### src/rtl/autotype_sequencer.sv
// autotype_sequencer: scripted reset/key-press generator for retro-computer cores on boards
// without buttons or a keyboard. A small writable script of RESET pulses, single key presses
// and timed waits runs once on start (or automatically after reset when AUTOSTART=1).
//
// Ports:
//   clk_i          system (pixel) clock
//   n_reset_i      synchronous active-low reset
//   start_i        one-cycle pulse, run the script from entry 0 (ignored while busy)
//   abort_i        one-cycle pulse, stop and release all outputs (wins over start_i)
//   script_we_i    script write strobe, accepted in any state and during reset
//   script_addr_i  script write address
//   script_data_i  script entry {op[1:0], arg[ARG_W-1:0]}; op 00 END, 01 PRESS, 10 WAIT, 11 RESET
//   sys_n_reset_o  active-low reset to the target core
//   keys_o         one-hot key outputs, active high
//   busy_o         script executing
//   done_o         last run finished (held until start/abort; one-cycle pulse per pass in loop mode)
//
// Build option: define AUTOTYPE_LOOP_EN to loop the script forever instead of stopping in DONE.

module autotype_sequencer #(
    parameter int unsigned STEP_BITS  = 23,
    parameter int unsigned NUM_KEYS   = 8,
    parameter int unsigned ARG_W      = 6,
    parameter int unsigned SCRIPT_LEN = 16,
    parameter bit          AUTOSTART  = 1'b1,
    parameter string       INIT_FILE  = ""
) (
    input  logic                          clk_i,
    input  logic                          n_reset_i,
    input  logic                          start_i,
    input  logic                          abort_i,
    input  logic                          script_we_i,
    input  logic [$clog2(SCRIPT_LEN)-1:0] script_addr_i,
    input  logic [ARG_W+1:0]              script_data_i,
    output logic                          sys_n_reset_o,
    output logic [NUM_KEYS-1:0]           keys_o,
    output logic                          busy_o,
    output logic                          done_o
);

    localparam int unsigned AW = $clog2(SCRIPT_LEN);
    localparam logic [AW-1:0] LastPc = AW'(SCRIPT_LEN - 1);

    localparam logic [1:0] OpEnd   = 2'b00;
    localparam logic [1:0] OpPress = 2'b01;
    localparam logic [1:0] OpWait  = 2'b10;
    localparam logic [1:0] OpReset = 2'b11;

    typedef enum logic [2:0] {
        StIdle, StFetch, StPressHold, StPressGap, StWait, StRst, StDone
    } state_e;

    logic [ARG_W+1:0]     mem_q [SCRIPT_LEN];
    state_e               state_q;
    logic [AW-1:0]        pc_q;
    logic [STEP_BITS-1:0] pre_q;
    logic [ARG_W-1:0]     steps_q;    // steps left in the current WAIT/RST entry
    logic                 first_q;    // first cycle after reset release
    logic                 sys_n_reset_q;
    logic [NUM_KEYS-1:0]  keys_q;
    logic                 busy_q;
    logic                 done_q;

    logic [1:0]           op;
    logic [ARG_W-1:0]     arg;
    logic [NUM_KEYS-1:0]  key_onehot;
    logic                 step_end;
    logic                 entry_done;
    logic                 run_end;

    // Power-up contents: all END.
    initial begin
        for (int i = 0; i < int'(SCRIPT_LEN); i++) mem_q[i] = '0;
    end

    // Write port is independent of reset and FSM state. A write to the entry being fetched
    // lands at the decode edge, so that decode still sees the old entry.
    always_ff @(posedge clk_i) begin
        if (script_we_i) mem_q[script_addr_i] <= script_data_i;
    end

    assign op       = mem_q[pc_q][ARG_W+1:ARG_W];
    assign arg      = mem_q[pc_q][ARG_W-1:0];
    assign step_end = &pre_q;

    // Out-of-range key index decodes to all zeros.
    always_comb begin
        key_onehot = '0;
        for (int k = 0; k < int'(NUM_KEYS); k++) begin
            if (arg == ARG_W'(k)) key_onehot[k] = 1'b1;
        end
    end

    always_comb begin
        entry_done = 1'b0;
        run_end    = 1'b0;
        case (state_q)
            StFetch: begin
                run_end    = (op == OpEnd);
                entry_done = (op == OpWait) && (arg == '0);
            end
            StPressGap:    entry_done = step_end;
            StWait, StRst: entry_done = step_end && (steps_q == ARG_W'(1));
            default: ;
        endcase
    end

    always_ff @(posedge clk_i) begin
        if (!n_reset_i) begin
            state_q       <= StIdle;
            pc_q          <= '0;
            pre_q         <= '0;
            steps_q       <= '0;
            first_q       <= 1'b1;
            sys_n_reset_q <= 1'b0;
            keys_q        <= '0;
            busy_q        <= 1'b0;
            done_q        <= 1'b0;
        end else if (abort_i) begin
            state_q       <= StIdle;
            pc_q          <= '0;
            pre_q         <= '0;
            first_q       <= 1'b0;
            sys_n_reset_q <= 1'b1;
            keys_q        <= '0;
            busy_q        <= 1'b0;
            done_q        <= 1'b0;
        end else begin
            first_q       <= 1'b0;
            pre_q         <= pre_q + STEP_BITS'(1);
            sys_n_reset_q <= 1'b1;
`ifdef AUTOTYPE_LOOP_EN
            done_q        <= 1'b0;
`endif
            case (state_q)
                StIdle, StDone: begin
                    if (start_i || (state_q == StIdle && AUTOSTART && first_q)) begin
                        state_q <= StFetch;
                        pc_q    <= '0;
                        busy_q  <= 1'b1;
                        done_q  <= 1'b0;
                    end
                end
                StFetch: begin
                    pre_q <= '0;
                    unique case (op)
                        OpPress: begin
                            keys_q  <= key_onehot;
                            state_q <= StPressHold;
                        end
                        OpWait: begin
                            steps_q <= arg;
                            if (arg != '0) state_q <= StWait;
                        end
                        OpReset: begin
                            steps_q       <= (arg == '0) ? ARG_W'(1) : arg;
                            sys_n_reset_q <= 1'b0;
                            state_q       <= StRst;
                        end
                        default: ;
                    endcase
                end
                StPressHold: begin
                    if (step_end) begin
                        keys_q  <= '0;
                        state_q <= StPressGap;
                    end
                end
                StPressGap: ;
                StWait: begin
                    if (step_end) steps_q <= steps_q - ARG_W'(1);
                end
                StRst: begin
                    if (step_end) steps_q <= steps_q - ARG_W'(1);
                    if (!(step_end && steps_q == ARG_W'(1))) sys_n_reset_q <= 1'b0;
                end
                default: state_q <= StIdle;
            endcase

            // Entry complete: advance, or finish after END / the last entry (pc never wraps
            // in one-shot mode).
            if (run_end || entry_done) begin
                if (run_end || pc_q == LastPc) begin
                    pc_q    <= '0;
                    done_q  <= 1'b1;
`ifdef AUTOTYPE_LOOP_EN
                    state_q <= StFetch;
`else
                    state_q <= StDone;
                    busy_q  <= 1'b0;
`endif
                end else begin
                    pc_q    <= pc_q + AW'(1);
                    state_q <= StFetch;
                end
            end
        end
    end

    assign sys_n_reset_o = sys_n_reset_q;
    assign keys_o        = keys_q;
    assign busy_o        = busy_q;
    assign done_o        = done_q;

endmodule
### config.mk
export PLATFORM = sky130hd
export DESIGN_NAME = autotype_sequencer
export DESIGN_NICKNAME = d
export VERILOG_FILES = /design/src/rtl/autotype_sequencer.sv
export SDC_FILE = /design/constraint.sdc
export NUM_CORES = 1
export LEC_CHECK = 0
export CAP_MARGIN = 20
export CORE_MARGIN = 2
export CORE_UTILIZATION = 50
export DETAILED_ROUTE_END_ITERATION = 8
export GPL_ROUTABILITY_DRIVEN = 0
export PLACE_DENSITY = 0.64
export SLEW_MARGIN = 20
export SYNTH_ARGS = -nofsm -noshare
export SYNTH_HDL_FRONTEND = slang
export SYNTH_SLANG_ARGS = --single-unit
### constraint.sdc
create_clock -name clk_i -period 5.5 [get_ports clk_i]
set_input_delay 0.55 -clock clk_i [delete_from_list [all_inputs] [get_ports clk_i]]
set_output_delay 0.55 -clock clk_i [all_outputs]
set_load 0.02 [all_outputs]
==> summary.md, run 1 <==
| Metric | Value |
|---|---|
| Status | finished clean |
| Clock Sinks | 180 |
| DP Worst Slack | 2180 ps |
| Most frequent CP cell | mux2i_1 |
| Area fraction of the dominant cell type after synthesis | 50.5% |
| Setup TNS | 0 ps |
| Clk pwr share | 42.9% |
| RSZ-0062 raised after global routing | no |
| Detailed Routing Iterations Pass 1 | 4 |
| Count leader, synth | edfxtp_1 |
| Routed WL | 15.6 mm |
| Remaining DRCs | 0 |
| Synth Area in XOR/XNOR | 2.42% |
| Max FO, Critical Path | 22 |
| Final min period | 3360 ps |
| Core area | 0.0150 mm2 |
| CTS max path bufs | 2 |
| Dominant synthesized flop cell | edfxtp_1 |
| TritonCTS buffer count | 17 |
| Int Power | 2140 uW |
| Skew final | 11.0 ps |
| First DRT Iteration DRCs | 489 |
| Worst r2r path cells | 8 |
| IO Count | 28 |
| Synth Area in Compound Gates | 7.12% |
| Clock root cell | clkbuf_16 |
| Sequential share of the synthesized area | 64.2% |
| Post-CTS Setup Inserts | 0 |
| Worst EP arrival | 3700 ps |
| Hold path endpoint | pre_q[0] |
| Post-route clock period utilization | 61.1% |
| DIE AREA | 0.0162 mm2 |
| Switching power | 601 uW |
| Endpoint class of the critical path | flip-flop |
| Netlist cell types | 69 |
| Worst-Skew Late Latency | 430 ps |
| Critical-path cell list | buf_4 -> mux4_1 -> mux2i_1 -> mux2i_1 -> a211oi_4 -> a41o_1 -> nand4_1 -> o21ai_1 |
| Antenna viol nets, final | 0 |
| DP Wirelength | 10.1 mm |
| Final net count | 586 |
| Max frequency | 298 MHz |
| Syn Std Cell Area | 0.00761 mm2 |
| Adder and majority gate portion of the synthesized area | 0.658% |
| Synth Area in Simple Gates | 12.3% |
| CP peak stage delay | 690 ps |
| Number of max-cap violations | 0 |
| CTS HTree Levels | 4 |
| Via count | 4544 |
| WP data required | 5840 ps |
| Comb power frac | 3.1% |
| Syn Area/Cell | 14.3 um2 |
| Pin count of the biggest net entering global routing | 27 |
| CTS tree | done |
| Headroom to the max-slew limit | 25.2% |
| Vias in the first global route | 4321 |
| Area grow syn2layout | 13.4% |
| Reg2reg setup slack | 2140 ps |
| Syn nets | 553 |
| Setup WS post-layout | 2140 ps |
| WS Path Type | flip-flop to flip-flop |
| Post-DR vias/cell | 5.93 |
| Post-synth EDFFs | 128 |
| Yosys warning count | 0 |
| GRT Util Overall | 20.1% |
| Chip Height | 127 um |
| Final-report setup violation count | 0 |
| Die Wd | 127 um |
| Hold buffers post-CTS | 0 |
| Combinational family with the most area after synthesis | simple AND/OR/NAND/NOR gates |
| PwrDens | 318 mW/mm2 |
| Worst Setup Start Kind | flip-flop |
| Syn Inst Count | 532 |
| Clock slew at reported path FFs | 60 ps |
| Slew Viols, Final | 0 |
| Min Hold Slack | 465 ps |
| Mux share of post-synthesis cell area | 11.3% |
| # port buffers | 27 |
| Async S/R FF share, synth | 0% |
| Leakage power | 0.00278 uW |
| Min-delay src | pre_q[0] |
| Post-CTS Resized | 0 |
| Ant diodes | 0 |
| Slew @ Worst Pin | 1120 ps |
| Synthesized flop and latch total | 180 |
| Num rows | 45 |
| Slowest stage cell, crit path | dfxtp_2 |
| Global route overflow | 0 |
| Worst IR Drop VDD | 0.282 mV |
| Most instantiated cells after synthesis | 128 x edfxtp_1, 63 x nor2_1, 52 x dfxtp_1 |
| Synth area leader | edfxtp_1 |
| Initial antenna violation count | 0 |
| Sequential Power Share | 54.0% |
| Hold Vio Cnt, Final | 0 |
| First-pass GRT wire length | 24.1 mm |
| Hold path depth | 1 |
| Hold crit path type | flip-flop to flip-flop |
| Share of layout cells above drive strength 1 | 11.8% |
| DR WL/cell | 20.3 um |
| Switching Share | 21.9% |
| Starting Density | 50.6% |
| Top cells by area, synth | edfxtp_1 51%, dfxtp_1 14%, mux4_1 5.2%, mux4_2 3.3%, nor2_1 3.1% |
## registers in the layout, indices dropped and copies added (netlist names), named ones only
signal and cells:
done_o 1, pc_q 4, first_q 1, mem_q 128
steps_q 6, state_q 3, sys_n_reset_o 1, pre_q 23
keys_o 8, busy_o 1
## metrics by stage
step                total power (uW)  cell area, um2  cells  utilization, %
finish                          2740            8630    766            57.4
global route                    2820            8630    766            57.4
CTS                             2760            8600    763            57.2
detailed placement              1600            8030    731            53.4
global placement                1590            8020    731            53.4
floorplan                       1550            7610    532               -
## worst max path at each step
stage	startpoint	cells past startpoint	endpoint
4_1_cts	flip-flop	8	flip-flop
6_report	flip-flop	8	flip-flop
3_3_place_gp	flip-flop	8	flip-flop
5_1_grt	flip-flop	8	flip-flop
2_1_floorplan	flip-flop	10	steps_q[4]
3_5_place_dp	flip-flop	8	flip-flop
## cell families after synthesis
kind of cell    Yosys count
simple gates            185
flops                   180
compound gates           70
mux                      47
buf+inv                  25
xor+xnor                 21
fa+ha+maj                 4
## layer usage
metal / track usage [%] / share of wire (%)
met1: 26.9 / 45
met2: 32.3 / 49
met3: 5.44 / 5.1
met4: 6.66 / 1.3
met5: 0 / 0
## layout by cell type (no fill, tap or decap), types with 8 or more instances in the layout
master and count:
edfxtp_1 128, nor2_1 61, dfxtp_1 51, nand2_1 28
clkdlybuf4s50_1 27, nand3_1 18, mux2i_1 18, clkbuf_16 17
mux4_1 15, xor2_1 14, and3_1 12, mux4_2 11
a21oi_1 11, nand4_1 10, nor2b_1 10, a22oi_1 9
nor3_1 8
## power by group through the flow
stage / clock, uW / combinational [uW] / sequential (uW)
floorplan: 0 / 40.4 / 1510
global placement: 0 / 80.5 / 1510
detailed placement: 0 / 83.6 / 1510
CTS: 1190 / 83.9 / 1480
global route: 1250 / 92.6 / 1480
finish: 1180 / 85.0 / 1480
## layout make-up
cell class                      instances  area [um2]
Multi-Input combinational cell        327        2590
Inverter                                7        26.3
Timing Repair Buffer                   32         315
Sequential cell                       180        4890
Clock buffer                           18         429
Fill cell                            1189        6400
Tap cell                              188         235
Clock inverter                         14         145
## worst max-delay path: cells and delay by family, from the launching register on
family | cells | cell delay (ps)
AND/OR/NAND/NOR | 1 | 160
flip-flops | 1 | 690
AO/OA/AOI/OAI | 3 | 920
multiplexers | 3 | 1020
buffers and inverters | 1 | 470
No activity file was read; power rests on OpenSTA's default activity.
==> run 2: changes to the inputs <==
--- a/config.mk
+++ b/config.mk
@@ -10,7 +10,7 @@
 export CORE_UTILIZATION = 50
 export DETAILED_ROUTE_END_ITERATION = 8
 export GPL_ROUTABILITY_DRIVEN = 0
-export PLACE_DENSITY = 0.64
+export PLACE_DENSITY = 0.67
 export SLEW_MARGIN = 20
 export SYNTH_ARGS = -nofsm -noshare
 export SYNTH_HDL_FRONTEND = slang
==> constraint.sdc (replaced) <==
create_clock -name clk_i -period 2.9 [get_ports clk_i]
set_input_delay 0.29 -clock clk_i [delete_from_list [all_inputs] [get_ports clk_i]]
set_output_delay 0.29 -clock clk_i [all_outputs]
set_load 0.02 [all_outputs]
==> run 2 against run 1 <==
Hold slack worse by 5.0 ps; non-clock buffer count up 27; via count is 2.2% higher; design area increased by 1.8%; sequential share of layout area is 1.0 points lower; global-route usage fell by 0.12 points; highest routed layer unchanged.
==> summary.md, run 2 (synthesized netlist as in run 1, its figures left out) <==
| Metric | Value |
|---|---|
| Status | finished clean |
| Skew final | 9.38 ps |
| Hold path endpoint | keys_o[2] |
| Pin count of the biggest net entering global routing | 23 |
| Via count | 4642 |
| Vias in the first global route | 4556 |
| Share of layout cells above drive strength 1 | 14.7% |
| Hold Vio Cnt, Final | 0 |
| Worst Setup Start Kind | flip-flop |
| Starting Density | 50.6% |
| Max FO, Critical Path | 22 |
| Max FFs per register | 128 |
| Hold path depth | 2 |
| Max frequency | 375 MHz |
| Clock Sinks | 180 |
| Worst-Skew Late Latency | 430 ps |
| WP data required | 3240 ps |
| DP Wirelength | 10.4 mm |
| Chip Height | 127 um |
| CTS max path bufs | 2 |
| Final net count | 613 |
| CP peak stage delay | 580 ps |
| First DRT Iteration DRCs | 436 |
| Slew @ Worst Pin | 767 ps |
| Final design utilization | 58.5% |
| Post-CTS Setup Inserts | 0 |
| Worst EP arrival | 3000 ps |
| Detailed Routing Iterations Pass 1 | 5 |
| Min-delay src | keys_o[2] |
| GRT Util Overall | 20.0% |
| PwrDens | 580 mW/mm2 |
| Area grow syn2layout | 15.5% |
| Reg2reg setup slack | 230 ps |
| DR WL/cell | 19.1 um |
| Most frequent CP cell | mux2i_1 |
| Post-CTS Resized | 0 |
| TritonCTS buffer count | 17 |
| Worst r2r path cells | 8 |
| CTS tree | done |
| Critical-path cell list | buf_12 -> mux4_1 -> mux2i_1 -> mux2i_1 -> a211oi_4 -> a41o_1 -> nand4_1 -> o21ai_1 |
| Fillers | 1150 |
| Post-route clock period utilization | 91.9% |
| DIE AREA | 0.0162 mm2 |
| Most frequent cells in the layout | 128 x edfxtp_1, 63 x nor2_1, 51 x dfxtp_1 |
| Number of max-cap violations | 0 |
| Clock root cell | clkbuf_16 |
| Hold buffers post-CTS | 0 |
| WS Path Type | flip-flop to flip-flop |
| Global route overflow | 0 |
| Num rows | 45 |
| Core area | 0.0150 mm2 |
| Slowest stage cell, crit path | mux4_1 |
| Remaining DRCs | 0 |
| # port buffers | 27 |
| CTS HTree Levels | 4 |
| Post-DR vias/cell | 5.85 |
| Worst IR Drop VDD | 0.491 mV |
| Leakage power | 0.00291 uW |
| Antenna viol nets, final | 0 |
| Commonest non-fill, non-tap cell in the layout | edfxtp_1 |
| Die Wd | 127 um |
| First-pass GRT wire length | 24.3 mm |
| Final min period | 2670 ps |
| Initial antenna violation count | 0 |
| Headroom to the max-slew limit | 48.5% |
| RSZ-0062 raised after global routing | no |
| Routed WL | 15.2 mm |
| Final-report setup violation count | 0 |
| Ant diodes | 0 |
| Setup TNS | 0 ps |
| Slew Viols, Final | 0 |
| IO Count | 28 |
| Register bank with the most flops | mem_q |
| Clock slew at reported path FFs | 60 ps |
| Endpoint class of the critical path | flip-flop |
| Hold crit path type | flip-flop to flip-flop |
-- run 2: cell types whose count changed in the layout (fill, tap and decap cells not counted), sizes merged --
cell,previous run,this run
clkbuf,18,19
buf,5,32
bufinv,1,0
clkinv,7,5
inv,11,13
-- run 2: worst max-delay path by stage --
stage,endpoint,slack (ps),cells past startpoint
after floorplan,steps_q[5],560,10
after global placement,state_q[1],330,9
after detailed placement,pc_q[1],290,9
after CTS,flip-flop,260,9
after global routing,flip-flop,70,9
final,flip-flop,230,8
-- run 2: critical path: cells and delay by family (launching register included) --
kind                   cells  cell delay (ps)
AOI/OAI and AO/OA          3              850
DFF                        1              360
buffers and inverters      1              200
muxes                      3             1020
and+or+nand+nor            1              140
-- run 2: cell type report --
cell class | count | area [um2] | share of cell area (%)
Sequential cell | 180 | 4890 | 55.6
Multi-Input combinational cell | 327 | 2570 | 29.2
Timing Repair Buffer | 59 | 523 | 5.95
Clock buffer | 19 | 433 | 4.93
Tap cell | 188 | 235 | 2.68
Clock inverter | 13 | 115 | 1.31
Inverter | 7 | 26.3 | 0.299
-- run 2: through the flow --
| step | setup slack [ps] | total power [uW] | hold slack [ps] | cell area (um2) | cells |
|---|---|---|---|---|---|
| 5_1_grt | 70.2 | 5270 | 484 | 8790 | 793 |
| 6_report | 235 | 5100 | 460 | 8790 | 793 |
| 3_5_place_dp | 288 | 3030 | 456 | 8240 | 761 |
| 2_1_floorplan | 563 | 2940 | 389 | 7610 | 532 |
| 4_1_cts | 259 | 5140 | 462 | 8790 | 793 |
| 3_3_place_gp | 328 | 3020 | 438 | 8240 | 761 |
-- run 2: layer usage --
metal,track usage [%],part of all wire (%)
met3,4.86,5.3
met4,7.30,1.9
met5,0,0
met2,31.8,48
met1,27.1,45
-- run 2: report_power, final --
group          internal [uW]  leakage, uW  switching (uW)
registers               2790      0.00158            15.8
clock network           1130     0.000265            1000
logic                   61.6      0.00107             101
total                   3980      0.00291            1120
